[src/rtl/dqs_seq_pkg.sv]
// dqs_seq_pkg: shared state encoding and DQS drive patterns for the write strobe sequencer
package dqs_seq_pkg;
  typedef enum logic [1:0] {IDLE, PRE, BURST, POST} state_t;
  localparam logic [1:0] DQS_LOW    = 2'b00;
  localparam logic [1:0] DQS_TOGGLE = 2'b01;
endpackage

[src/rtl/dqs_wr_seq.sv]
// dqs_wr_seq: DQS/DQ write-burst sequencer (tristate, preamble, burst, postamble) for one byte lane
module dqs_wr_seq
  import dqs_seq_pkg::*;
#(
  parameter int PRE_CYCLES  = 1,
  parameter int POST_CYCLES = 1,
  parameter int LEN_WIDTH   = 6
) (
  input  logic                 clk,
  input  logic                 rst_n,
  input  logic                 req_valid,
  input  logic [LEN_WIDTH-1:0] req_len,
  output logic                 req_ready,
  input  logic                 abort,
  output logic [1:0]           dqs_din,
  output logic                 dqs_tin,
  output logic                 dq_tin,
  output logic                 data_en,
  output logic                 busy,
  output logic                 done
);
  localparam int PW = $clog2((PRE_CYCLES > POST_CYCLES ? PRE_CYCLES : POST_CYCLES) + 1);
  localparam logic [PW-1:0] PRE_LOAD  = PW'(PRE_CYCLES - 1);
  localparam logic [PW-1:0] POST_LOAD = PW'(POST_CYCLES - 1);
  state_t state, nxt;
  logic [LEN_WIDTH-1:0] beat_cnt, beat_nxt;
  logic [PW-1:0] ph_cnt, ph_nxt;
  logic last_beat, accept;
  assign last_beat = beat_cnt == '0;
  assign req_ready = (state == IDLE || (state == BURST && last_beat)) && !abort;
  assign accept    = req_valid && req_ready;
  always_comb begin
    nxt      = state;
    beat_nxt = beat_cnt;
    ph_nxt   = ph_cnt;
    case (state)
      IDLE: if (accept) begin
        nxt      = PRE;
        beat_nxt = req_len;
        ph_nxt   = PRE_LOAD;
      end
      PRE: if (abort) begin
        nxt    = POST;
        ph_nxt = POST_LOAD;
      end else if (ph_cnt == '0) nxt = BURST;
      else ph_nxt = ph_cnt - 1'b1;
      BURST: if (abort || (last_beat && !accept)) begin
        nxt      = POST;
        beat_nxt = '0;
        ph_nxt   = POST_LOAD;
      end else beat_nxt = last_beat ? req_len : beat_cnt - 1'b1;
      default: if (ph_cnt == '0) nxt = IDLE;
      else ph_nxt = ph_cnt - 1'b1;
    endcase
  end
  // Outputs are registered from the next state so they line up with the state they describe.
  always_ff @(posedge clk or negedge rst_n) begin
    if (!rst_n) begin
      state    <= IDLE;
      beat_cnt <= '0;
      ph_cnt   <= '0;
      dqs_din  <= DQS_LOW;
      dqs_tin  <= 1'b1;
      dq_tin   <= 1'b1;
      data_en  <= 1'b0;
      busy     <= 1'b0;
      done     <= 1'b0;
    end else begin
      state    <= nxt;
      beat_cnt <= beat_nxt;
      ph_cnt   <= ph_nxt;
      dqs_din  <= nxt == BURST ? DQS_TOGGLE : DQS_LOW;
      dqs_tin  <= nxt == IDLE;
      dq_tin   <= nxt != BURST;
      data_en  <= nxt == BURST;
      busy     <= nxt != IDLE;
      done     <= state == POST && nxt == IDLE;
    end
  end
endmodule

[config.mk]
export PLATFORM = sky130hd
export DESIGN_NAME = dqs_wr_seq
export DESIGN_NICKNAME = d
export VERILOG_FILES = /design/src/rtl/dqs_seq_pkg.sv /design/src/rtl/dqs_wr_seq.sv
export SDC_FILE = /design/constraint.sdc
export NUM_CORES = 1
export LEC_CHECK = 0
export ABC_AREA = 1
export BUFFER_PORTS_ARGS = -buffer_cell sky130_fd_sc_hd__buf_2
export CAP_MARGIN = 20
export CORE_MARGIN = 1
export CORE_UTILIZATION = 50
export DETAILED_ROUTE_END_ITERATION = 7
export GPL_TIMING_DRIVEN = 0
export PLACE_DENSITY_LB_ADDON = 0.25
export SYNTH_ARGS = -nofsm -noshare
export SYNTH_HDL_FRONTEND = slang
export SYNTH_SLANG_ARGS = --single-unit
[constraint.sdc]
create_clock -name clk -period 3.41 [get_ports clk]
set_input_delay 0.341 -clock clk [delete_from_list [all_inputs] [get_ports clk]]
set_output_delay 0.341 -clock clk [all_outputs]
set_load 0.1 [all_outputs]
==> metrics.md <==
| Metric | Value |
|---|---|
| First-pass GRT wire length | `between 2 and 3 mm` |
| Number of global-route vias before repair | `between 700 and 800` |
| Register area share after synthesis | `0.381` |
| Nets | `145` |
| Slowest stage delay, CP | `roughly 440 ps` |
| CP Class | `reg -> out` |
| Yosys warning count | `0` |
| Synth unique cells | `26` |
| Crit-path max FO | `3` |
| Placed instance area | `961 um^2` |
| Final Instance Count excl. Fillers | `144` |
| Critical path endpoint category | `primary output` |
| Class of the worst hold path | `in -> reg` |
| Final min period | `2270 ps` |
| CTS tree | `built` |
| Latest clock arrival within the worst-skew pair | `280 ps` |
| Worst Setup Start Kind | `register` |
| Final setup vio count | `0` |
| Die W | `about 43 um` |
| Wire length on met3 | `63 um` |
| H-Tree Level Count | `1` |
| Period utilization | `0.666` |
| Iter 0 DRT Violations | `16` |
| Worst Skew | `~3.2 ps` |
| GRT overflow | `0` |
| # DRC | `0` |
| Yosys reg bits | `13` |
| Most used DFF post-synth | `dfrtp_1` |
| Fillcell total | `around 140` |
| CTS Buffer Depth | `2` |
| Post-Route M1 WL | `between 700 and 800 um` |
| Die height | `~43 um` |
| Largest net degree at the start of global routing | `14` |
| DRT Pass-1 Iters | `5` |
| Dpl cells | `about 140` |
| Fin. Hold Viols | `0` |
| Antenna cells | `0` |
| Clock transition at the registers of the reported paths | `80 ps` |
| CTS Buf Count | `3` |
| GPL Wtd Cong | `roughly 0.77` |
| Setup Buffers After CTS | `0` |
| Clock Tree Root | `clkbuf_4` |
| Syn_nets | `around 120` |
| PortBufs | `16` |
| Data required time at the worst endpoint | `about 3100 ps` |
| Metal2 WL | `841 um` |
| DR top layer | `met4` |
| Top delay family on crit path | `buffers and inverters` |
| FP Rows | `14` |
| CP Buf/Inv Count | `3` |
| CP Data Arrival Time | `just under 2000 ps` |
| Via count | `749` |
| Fmax | `~0.44 GHz` |
| Initial Util | `0.552` |
| Ratio of cells with drive above 1 in the final layout | `0.281` |
| Syn Inst Count | `107` |
| Hold_sp | `req_len[2]` |
| Initial antenna violation count | `0` |
| Status | `finished clean` |
| Routed length per instance | `~12 um` |
| CTS sink cnt | `13` |
| Post-route design area | `around 1000 um^2` |
| Critical R2R Launch | `beat_cnt[0]$_DFFE_PN0P_` |
| Core Box Area | `approximately 0.0016 mm^2` |
| Ys async rst share | `1.00` |
| Total routed wirelength | `about 1.7 mm` |
| EDFF count, synth | `0` |
| Critical path's slowest cell | `buf_2` |
| Cell Area, Synth | `861 um^2` |
| Die area | `around 0.0019 mm^2` |
| Total GRT Usage | `0.211` |
| Number of routed nets with antenna violations | `0` |
| Top-Level Pins | `18` |
| Hpwl dp | `about 1.3 mm` |
| Mean area per synthesized cell | `between 8 and 9 um^2` |
| MaxCap Viol Count | `0` |
| RSZ-0062 raised after global routing | `no` |
| Number of gates resized after CTS | `0` |
| Cells along the critical path | `inv_1, ha_1, inv_2, nor2_4, nand4_1, a21oi_1, buf_2` |
| Vias/cell | `between 5 and 6` |
| P&R area growth vs syn | `15.8%` |
| Setup TNS | `0 ps` |
| Hold Buf Count CTS | `1` |
| Max Slew Vio Count | `0` |
| Crit path from | `beat_cnt[0]$_DFFE_PN0P_` |
final timing paths:
kind                                            to  slack [ps]  depth (start not counted)
setup / recovery                         req_ready        1140                          7
setup reg to reg                    busy$_DFF_PN0_        1640                         13
min in group asynchronous       state[0]$_DFF_PN0_         470                          2
hold / removal             beat_cnt[2]$_DFFE_PN0P_         330                          3
max in group asynchronous        dqs_tin$_DFF_PN1_        2660                          2
hold reg to reg            beat_cnt[5]$_DFFE_PN0P_         590                          2
worst min-delay path: stages:
cell,delay [ps]
buf_2,110
nand2_1,50
a31oi_1,80
cell families after synthesis:
| family | after synthesis | share of synthesized area |
|---|---|---|
| simple gates | 40 | 0.256 |
| compound gates | 25 | 0.161 |
| buf+inv | 21 | 0.100 |
| flops | 13 | 0.381 |
| fa+ha+maj | 6 | 0.0872 |
| xor+xnor | 1 | 0.0102 |
| other cells | 1 | 0.00436 |
metal layers:
metal | vias to the layer above | GRT usage
li1 | 386 | -
met1 | 345 | 0.248
met2 | 14 | 0.358
met3 | 4 | 0.0417
met4 | 0 | 0.119
met5 | - | 0
metrics by stage:
step / hold WS, ps / worst slack (ps) / utilization
2_1_floorplan: 45.4 / 685 / -
3_3_place_gp: 241 / 1470 / 0.616
3_5_place_dp: 246 / 1440 / 0.616
4_1_cts: 332 / 1120 / 0.640
5_1_grt: 350 / 1020 / 0.640
6_report: 329 / 1140 / 0.640
layout make-up:
type / instances / area (um^2) / share of cell area
plain buffers: 3 / 18.8 / 0.0188
well taps: 16 / 20.0 / 0.0201
flip-flops and latches: 13 / 328 / 0.329
repair buffers: 17 / 90.1 / 0.0903
clock buffers: 4 / 26.3 / 0.0263
inverters: 18 / 67.6 / 0.0678
multi-input cells: 73 / 447 / 0.448
layout by cell type (no fill, tap or decap):
cell type,synthesis,layout
clkbuf_1,1,2
clkbuf_4,0,3
dlygate4sd3_1,0,1
ha_1,6,6
dfrtp_1,11,11
o21ai_0,5,5
nor2_1,9,9
buf_4,2,2
o211ai_1,1,1
a21oi_1,15,15
nand2_4,3,3
a31oi_1,1,1
xnor2_1,1,1
a22oi_1,1,1
nor2_4,1,1
nand3_1,5,5
a221oi_1,1,1
nand3_2,1,1
o21ai_2,1,1
inv_1,15,15
nor2_8,1,1
inv_2,3,3
nand2_1,15,15
nand2_2,3,3
nand4_1,1,1
buf_2,0,16
dfstp_2,2,2
nor3_1,1,1
conb_1,1,1
synthesized netlist by cell type, types with 2 or more instances:
cell	instances	area (um^2)
a21oi_1	15	75.1
inv_1	15	56.3
nand2_1	15	56.3
dfrtp_1	11	275
nor2_1	9	33.8
ha_1	6	75.1
nand3_1	5	25.0
o21ai_0	5	25.0
inv_2	3	11.3
nand2_2	3	18.8
nand2_4	3	33.8
buf_4	2	15.0
dfstp_2	2	52.6
state kept, by name, summed over array words and instances, names as in the netlist:
name / cells
beat_cnt: 6
busy: 1
data_en: 1
done: 1
dq_tin: 1
dqs_tin: 1
state: 2
Power is not shown: default switching activity piles up to over one toggle a cycle in this logic, so the estimate is an artifact.
